### src/rtl/store_commit_queue.sv
// Store commit queue: holds translated stores speculatively until commit, then
// drains committed stores in order to the data cache over a valid/grant port.
module store_commit_queue #(
    parameter int unsigned PLEN         = 56,
    parameter int unsigned XLEN         = 64,
    parameter int unsigned DEPTH_SPEC   = 4,
    parameter int unsigned DEPTH_COMMIT = 8
) (
    input  logic              clk_i,
    input  logic              rst_i,
    input  logic              flush_i,
    input  logic              valid_i,
    input  logic              valid_without_flush_i,
    output logic              ready_o,
    input  logic [PLEN-1:0]   paddr_i,
    input  logic [XLEN-1:0]   data_i,
    input  logic [XLEN/8-1:0] be_i,
    input  logic [1:0]        data_size_i,
    input  logic              commit_i,
    output logic              commit_ready_o,
    input  logic              stall_st_pending_i,
    output logic              no_st_pending_o,
    output logic              empty_o,
    input  logic [11:0]       page_offset_i,
    output logic              page_offset_matches_o,
    output logic              req_valid_o,
    input  logic              req_gnt_i,
    output logic [PLEN-1:0]   req_addr_o,
    output logic [XLEN-1:0]   req_data_o,
    output logic [XLEN/8-1:0] req_be_o,
    output logic [1:0]        req_size_o
);
    localparam int unsigned BE_W = XLEN / 8;
    localparam int unsigned SP_W = $clog2(DEPTH_SPEC);
    localparam int unsigned SC_W = SP_W + 1;
    localparam int unsigned CP_W = $clog2(DEPTH_COMMIT);
    localparam int unsigned CC_W = CP_W + 1;
    localparam logic [SC_W-1:0] SPEC_FULL   = SC_W'(DEPTH_SPEC);
    localparam logic [CC_W-1:0] COMMIT_FULL = CC_W'(DEPTH_COMMIT);

    // Address is kept doubleword-granular; the low 3 bits never leave the block.
    typedef struct packed {
        logic [PLEN-4:0] addr;
        logic [XLEN-1:0] data;
        logic [BE_W-1:0] be;
        logic [1:0]      size;
    } entry_t;

    typedef enum logic {IDLE, REQ} state_e;

    entry_t spec_mem_q   [DEPTH_SPEC];
    entry_t commit_mem_q [DEPTH_COMMIT];

    logic [SP_W-1:0] spec_wr_q, spec_wr_d, spec_rd_q, spec_rd_d;
    logic [SC_W-1:0] spec_cnt_q, spec_cnt_d;
    logic [CP_W-1:0] commit_wr_q, commit_wr_d, commit_rd_q, commit_rd_d;
    logic [CC_W-1:0] commit_cnt_q, commit_cnt_d;
    state_e          state_q, state_d;

    logic   push, commit, pop;
    entry_t in_entry, commit_head;
    logic   unused_lsbs;

    assign unused_lsbs = ^{paddr_i[2:0], page_offset_i[2:0]};

    assign in_entry    = '{addr: paddr_i[PLEN-1:3], data: data_i, be: be_i, size: data_size_i};
    assign commit_head = commit_mem_q[commit_rd_q];

    assign push   = valid_i && !flush_i && (spec_cnt_q < SPEC_FULL);
    assign commit = commit_i && commit_ready_o && (spec_cnt_q != '0) && !flush_i;
    assign pop    = (state_q == REQ) && req_gnt_i;

    assign ready_o         = (spec_cnt_q + SC_W'(valid_i)) < SPEC_FULL;
    assign commit_ready_o  = commit_cnt_q < COMMIT_FULL;
    assign empty_o         = (spec_cnt_q == '0) && (commit_cnt_q == '0);
    assign no_st_pending_o = (commit_cnt_q == '0) && (state_q == IDLE);
    assign req_valid_o     = (state_q == REQ);
    assign req_addr_o      = {commit_head.addr, 3'b000};
    assign req_data_o      = commit_head.data;
    assign req_be_o        = commit_head.be;
    assign req_size_o      = commit_head.size;

    // Pointer/count bookkeeping and drain FSM next state
    always_comb begin
        spec_wr_d    = spec_wr_q;
        spec_rd_d    = spec_rd_q;
        spec_cnt_d   = spec_cnt_q + SC_W'(push) - SC_W'(commit);
        commit_wr_d  = commit_wr_q;
        commit_rd_d  = commit_rd_q;
        commit_cnt_d = commit_cnt_q + CC_W'(commit) - CC_W'(pop);
        state_d      = state_q;

        if (push)   spec_wr_d   = spec_wr_q + SP_W'(1);
        if (commit) spec_rd_d   = spec_rd_q + SP_W'(1);
        if (commit) commit_wr_d = commit_wr_q + CP_W'(1);
        if (pop)    commit_rd_d = commit_rd_q + CP_W'(1);
        if (flush_i) begin
            spec_wr_d  = '0;
            spec_rd_d  = '0;
            spec_cnt_d = '0;
        end

        case (state_q)
            IDLE:    if ((commit_cnt_q != '0) && !stall_st_pending_i) state_d = REQ;
            REQ:     if (req_gnt_i)
                         state_d = ((commit_cnt_d != '0) && !stall_st_pending_i) ? REQ : IDLE;
            default: state_d = IDLE;
        endcase
    end

    always_ff @(posedge clk_i) begin
        if (rst_i) begin
            spec_wr_q    <= '0;
            spec_rd_q    <= '0;
            spec_cnt_q   <= '0;
            commit_wr_q  <= '0;
            commit_rd_q  <= '0;
            commit_cnt_q <= '0;
            state_q      <= IDLE;
        end else begin
            spec_wr_q    <= spec_wr_d;
            spec_rd_q    <= spec_rd_d;
            spec_cnt_q   <= spec_cnt_d;
            commit_wr_q  <= commit_wr_d;
            commit_rd_q  <= commit_rd_d;
            commit_cnt_q <= commit_cnt_d;
            state_q      <= state_d;
        end
    end

    // Payload storage needs no reset: validity lives in the counts
    always_ff @(posedge clk_i) begin
        if (push)   spec_mem_q[spec_wr_q]     <= in_entry;
        if (commit) commit_mem_q[commit_wr_q] <= spec_mem_q[spec_rd_q];
    end

    // Load hazard check over live entries of both queues and the incoming store
    always_comb begin
        page_offset_matches_o = valid_without_flush_i && (paddr_i[11:3] == page_offset_i[11:3]);
        for (int i = 0; i < int'(DEPTH_SPEC); i++) begin
            if ((SC_W'(SP_W'(SP_W'(i) - spec_rd_q)) < spec_cnt_q) &&
                (spec_mem_q[i].addr[8:0] == page_offset_i[11:3]))
                page_offset_matches_o = 1'b1;
        end
        for (int i = 0; i < int'(DEPTH_COMMIT); i++) begin
            if ((CC_W'(CP_W'(CP_W'(i) - commit_rd_q)) < commit_cnt_q) &&
                (commit_mem_q[i].addr[8:0] == page_offset_i[11:3]))
                page_offset_matches_o = 1'b1;
        end
    end

    push_while_full_a: assert property (@(posedge clk_i) disable iff (rst_i)
        !(valid_i && !flush_i && (spec_cnt_q == SPEC_FULL)))
        else $error("store pushed into full speculative queue");

    commit_while_empty_a: assert property (@(posedge clk_i) disable iff (rst_i)
        !(commit_i && !flush_i && (spec_cnt_q == '0)))
        else $error("commit with empty speculative queue");

endmodule

### config.mk
export PLATFORM = sky130hd
export DESIGN_NAME = store_commit_queue
export DESIGN_NICKNAME = d
export VERILOG_FILES = /design/src/rtl/store_commit_queue.sv
export SDC_FILE = /design/constraint.sdc
export NUM_CORES = 1
export LEC_CHECK = 0
export ABC_AREA = 1
export BUFFER_PORTS_ARGS = -buffer_cell sky130_fd_sc_hd__buf_2
export CAP_MARGIN = 20
export CORE_MARGIN = 2
export CORE_UTILIZATION = 55
export CTS_CLUSTER_SIZE = 10
export DETAILED_ROUTE_END_ITERATION = 10
export PLACE_DENSITY = 0.74
export SYNTH_ARGS = -nofsm -noshare
export SYNTH_HDL_FRONTEND = slang
export SYNTH_SLANG_ARGS = --single-unit
export TNS_END_PERCENT = 30
### constraint.sdc
create_clock -name clk_i -period 7.7 [get_ports clk_i]
set_clock_uncertainty 0.1 [all_clocks]
set_input_delay 0.385 -clock clk_i [delete_from_list [all_inputs] [get_ports clk_i]]
set_output_delay 0.385 -clock clk_i [all_outputs]
set_load 0.005 [all_outputs]
After elaboration in Yosys (flattened, before gate mapping)
Memory sizes are Yosys's and may differ from the RTL's. A register that Yosys moved wholly into a read port is not among the register bits.
Index checks and enable logic that the tools add are counted.

storage, ports and cells
  input port bits = 150
  word-level logic and storage cells = 114
  flip-flop bits (word level) = 18
  bits in writable memories = 1524
  output and inout bits = 136
  memories = 2

memories
  name          words  width  rd ports  clocked after Yosys merged registers in  write ports  RTL line  RTL
  commit_mem_q  8      127    9         1                                        1            52        entry_t commit_mem_q [DEPTH_COMMIT];
  spec_mem_q    4      127    5         1                                        1            51        entry_t spec_mem_q [DEPTH_SPEC];

cells by class
  $lt $le $gt $ge = 15
  multiplexer cells = 24
  bitwise operators = 1
  add/subtract/negate cells = 21
  reductions and logical operators = 31
  equal/unequal tests = 13

operator list
  cell                                             number
  == test 9 bit                                    13
  < comparator 3 x 4 -> 1 bit                      8
  logical AND 1 bit                                23
  2-to-1 mux 1 bit                                 19
  < comparator 2 x 3 -> 1 bit                      4
  subtractor 3 bit, first input constant           4
  nonzero test 4 bit                               2
  adder 3 x 1 -> 3 bit                             2
  adder 3 x 1 -> 3 bit, second input constant      2
  < comparator 3 bit, second input constant        2
  2-to-1 mux 3 bit                                 2
  subtractor 1 x 3 -> 3 bit, first input constant  2
  subtractor 2 x 3 -> 3 bit, first input constant  2
  adder 2 x 1 -> 2 bit, second input constant      2
  adder 4 x 1 -> 4 bit                             1
  logical NOT 4 bit                                1
  < comparator 4 bit, second input constant        1
  2-to-1 mux 2 bit                                 2
  subtractor 1 x 2 -> 2 bit, first input constant  2
  subtractor 2 bit, first input constant           2
  subtractor 4 x 1 -> 4 bit                        1
  logical NOT 3 bit                                1
  nonzero test 3 bit                               1
  subtractor 3 x 1 -> 3 bit                        1
  other kinds (4)                                  5

Longest topological paths before layout
  depth after elaboration = 15
  gate-level depth with buffers = 15
  gate-level depth less buffers = 13

Worst setup path before layout
OpenSTA, ideal clock, no wires.

  path type = flip-flop to flip-flop
  from = reg spec_cnt_q[2]
  to = mem commit_mem_q[1][0] (netlist name), enable pin
  data arrival time = 6.399 ns
  required time = 6.985 ns
  period minus slack after synthesis = 7.113 ns
  library setup time = 0.615 ns
  cell stages (with the launch flop) = 9
  path slack = 0.587 ns
  cell sequence = dfxtp_1 clkbuf_1 nor3_1 inv_1 nand4_1 buf_2 nor2_1 inv_1 nor2_1

on the way
  cells in the longest elaborated chain, start to end = 5

RTL lines
  what                                    RTL line  RTL
  start, declared                         55        logic [SC_W-1:0] spec_cnt_q, spec_cnt_d;
  start signal, assigned                  123       spec_cnt_q <= spec_cnt_d;
  nonzero test 3 bit                      70        assign commit = commit_i && commit_ready_o && (spec_cnt_q != '0) && !flush_i;
  logical AND 1 bit (2 in a row)          70
  2-to-1 mux 1 bit                        134       if (commit) commit_mem_q[commit_wr_q] <= spec_mem_q[spec_rd_q];
  2-to-1 mux 1 bit (not written as such)  134
  end, declared                           52

Every way passes these cells.

==> flow_metrics.tcl <==
set metrics [dict create \
    start_util_pct 55.3 \
    ys_seq_area_share_pct 75.7 \
    globalRouteOverflowTotal 0 \
    min_path_type "primary input to register" \
    total_power_mw 18.7 \
    routed_wl_um 145000 \
    finalWorstSetupSlack_ns 2.96 \
    synthSimpleGateAreaFrac_pct 9.14 \
    synth.area.mux_share_pct 0 \
    route.met3.wl_um 12800 \
    worst_slew_pin_slew_ns 1.27 \
    multi_input_area_mm2 0.0131 \
    setup_tns_ns 0 \
    setup_viol 0 \
    rows 122 \
    post_cts_buffers 0 \
    powerDensity_mw_per_mm2 269 \
    finalMaxSlewViolations 0 \
    layout_commonest_cell "edfxtp_1" \
    die_area_mm2 0.114 \
    via_count 38556 \
    dpl_cell_area_mm2 0.0636 \
    post_drt_wl_per_cell_um 22.0 \
    synth_cells 4732 \
    dp_cells 6257 \
    cp_max_fo 73 \
    dr.pass1.iters 5 \
    final_cell_count_no_fill 6605 \
    dr.first_iter.drc_count 3934 \
    synth_warnings 0 \
    seqCellArea_mm2 0.0462 \
    critPathCaptureType "primary output" \
    finalNetCount 5259 \
    slew_headroom_pct 15.2 \
    ys_ff_latch 1547 \
    layout-drive-gt1-share_pct 10.7 \
    gp_congestion 0.798 \
    clk_pin_slew_ns 0.05 \
    core-area_mm2 0.110 \
    grt_use_total_pct 25.3 \
    drc 0 \
    synth_area_per_cell_um2 12.9 \
    wl_met2_um 70200 \
    max_freq_ghz 0.211 \
    grt_max_degree 220 \
    period_share_pct 61.5 \
    cts-root-buf "clkbuf_16" \
    cp-start-kind "register" \
    synth_area_mm2 0.0610 \
    clockBufferDepth 3 \
    post-place-ws_ns 3.75 \
    routed_via_density 5.84 \
    max-cap-violations 0 \
    tritoncts "yes" \
    outcome "completed" \
    clk_latency_ns 0.77 \
    port_buffers 276 \
    die_w_um 337 \
    h-tree-depth 4 \
    async_reset_ff_share_pct 0 \
    synthXorXnorAreaFrac_pct 0.861 \
    final_antenna_net_count 0 \
    synth_top_family_by_area "compound AO/OA/AOI/OAI gates" \
    area_growth_pct 14.1 \
    arrival_ns 4.25 \
    synth_fa_ha_area_share_pct 0.681 \
    finalHoldViolations 0 \
    synth_compound_area_share_pct 10.7 \
    leakage_nw 23.9 \
    ys.flop_type "edfxtp_1" \
    critical_path_class "register to primary output" \
    post-route-min-period_ns 4.74 \
    yosys.cell_types.count 29 \
    cts_resized 0 \
    crit_required_ns 7.21 \
    synth_edf_count 1524 \
    antenna_found_initial 20 \
    nFillCells 7871 \
    irDropWorstVdd_uv 243 \
    die_h_um 337 \
    cts.sinks 1547 \
    rsz0062_at_grt "false" \
    top_layer "met5" \
    io_pins 286 \
    met1_length_um 58800 \
    grt_pass1_vias 37253 \
    final_cell_mix "edfxtp_1, nor2_1, o21ai_0" \
    cts_buffers 175 \
    grt_pass1_wl_um 217000 \
    fin_area_mm2 0.0696 \
    dp_hpwl_um 73400 \
]
per-stage QoR:
step                      hold WS (ns)  util, %
after global routing             0.170     63.1
final                            0.138     63.1
after detailed placement         0.415     57.6
after floorplan                  0.352        -
after CTS                        0.106     63.1
after global placement           0.386     57.6
layout make-up:
type | instances | share of cell area (%)
clock inverters | 19 | 0.329
well taps | 1488 | 2.67
clock buffers | 185 | 6.44
flip-flops and latches | 1547 | 66.4
repair buffers | 459 | 4.52
inverters | 125 | 0.721
multi-input cells | 2769 | 18.9
diodes | 13 | 0.0467
worst paths after layout:
kind	startpoint	endpoint	slack [ns]	depth (start not counted)
worst min register to register	commit_wr_q[0]	commit_wr_q[0]	0.42	2
worst max-delay path	register	req_data_o[38]	2.96	7
worst min-delay path	commit_i	register	0.14	3
worst max register to register	commit_cnt_q[3]	commit_mem_q[4][57]	3.82	6
state kept, by name, indices dropped and copies added, names as in the netlist, named ones only:
register	cells
req_valid_o	1
spec_wr_q	2
spec_mem_q	508
commit_mem_q	1016
spec_cnt_q	3
commit_wr_q	3
commit_rd_q	3
spec_rd_q	2
commit_cnt_q	4
cell families (layout without fill, tap and decap cells):
kind of cell / count (synthesis) / in the layout
fa+ha+maj: 32 / 32
compound gates: 1203 / 1203
simple gates: 1471 / 1471
buf+inv: 418 / 788
flops: 1547 / 1547
xor+xnor: 60 / 60
other cells: 1 / 16
repair_timing:
action / in CTS / in global routing
setup endpoints to repair: 0 / 0
hold endpoints to repair: 527 / 0
hold buffers: 131 / 0
critical path, stage by stage, from the launching register on:
cell and delay, ns:
dfxtp_4 0.81, buf_4 0.68, buf_4 0.85, o21ai_0 0.20
o22ai_1 0.22, nor2_1 0.06, a31oi_1 0.37, buf_2 0.20
metal layers:
| layer | vias to the layer above | GRT usage, % |
|---|---|---|
| met4 | 20 | 8.10 |
| li1 | 17782 | - |
| met5 | - | 0 |
| met3 | 252 | 5.40 |
| met1 | 18930 | 34.1 |
| met2 | 1572 | 41.5 |
cells in the mapped netlist (4+ instances only):
library cell	n	area, µm²
xor2_1	19	166
clkbuf_1	201	754
nor3_1	5	25.0
nand2_1	250	938
buf_1	9	33.8
o211ai_1	4	30.0
buf_4	16	120
nand3_1	21	105
o21ai_1	5	25.0
a31oi_1	127	795
or2_2	4	25.0
nand4_1	6	37.5
buf_6	11	124
o22ai_1	242	1510
dfxtp_1	23	460
xnor2_1	41	359
nor2_1	1185	4450
a21oi_1	52	260
o21ai_0	767	3840
buf_2	56	280
inv_1	119	447
ha_1	30	375
edfxtp_1	1524	45800
power by group:
| group | total, mW | switching (mW) | leakage, nW | internal [mW] |
|---|---|---|---|---|
| Sequential | 9.43 | 0.0757 | 13.9 | 9.35 |
| Combinational | 2.19 | 1.46 | 7.61 | 0.724 |
| Clock | 7.13 | 3.01 | 2.31 | 4.12 |
(Power assumes the default switching activity.)
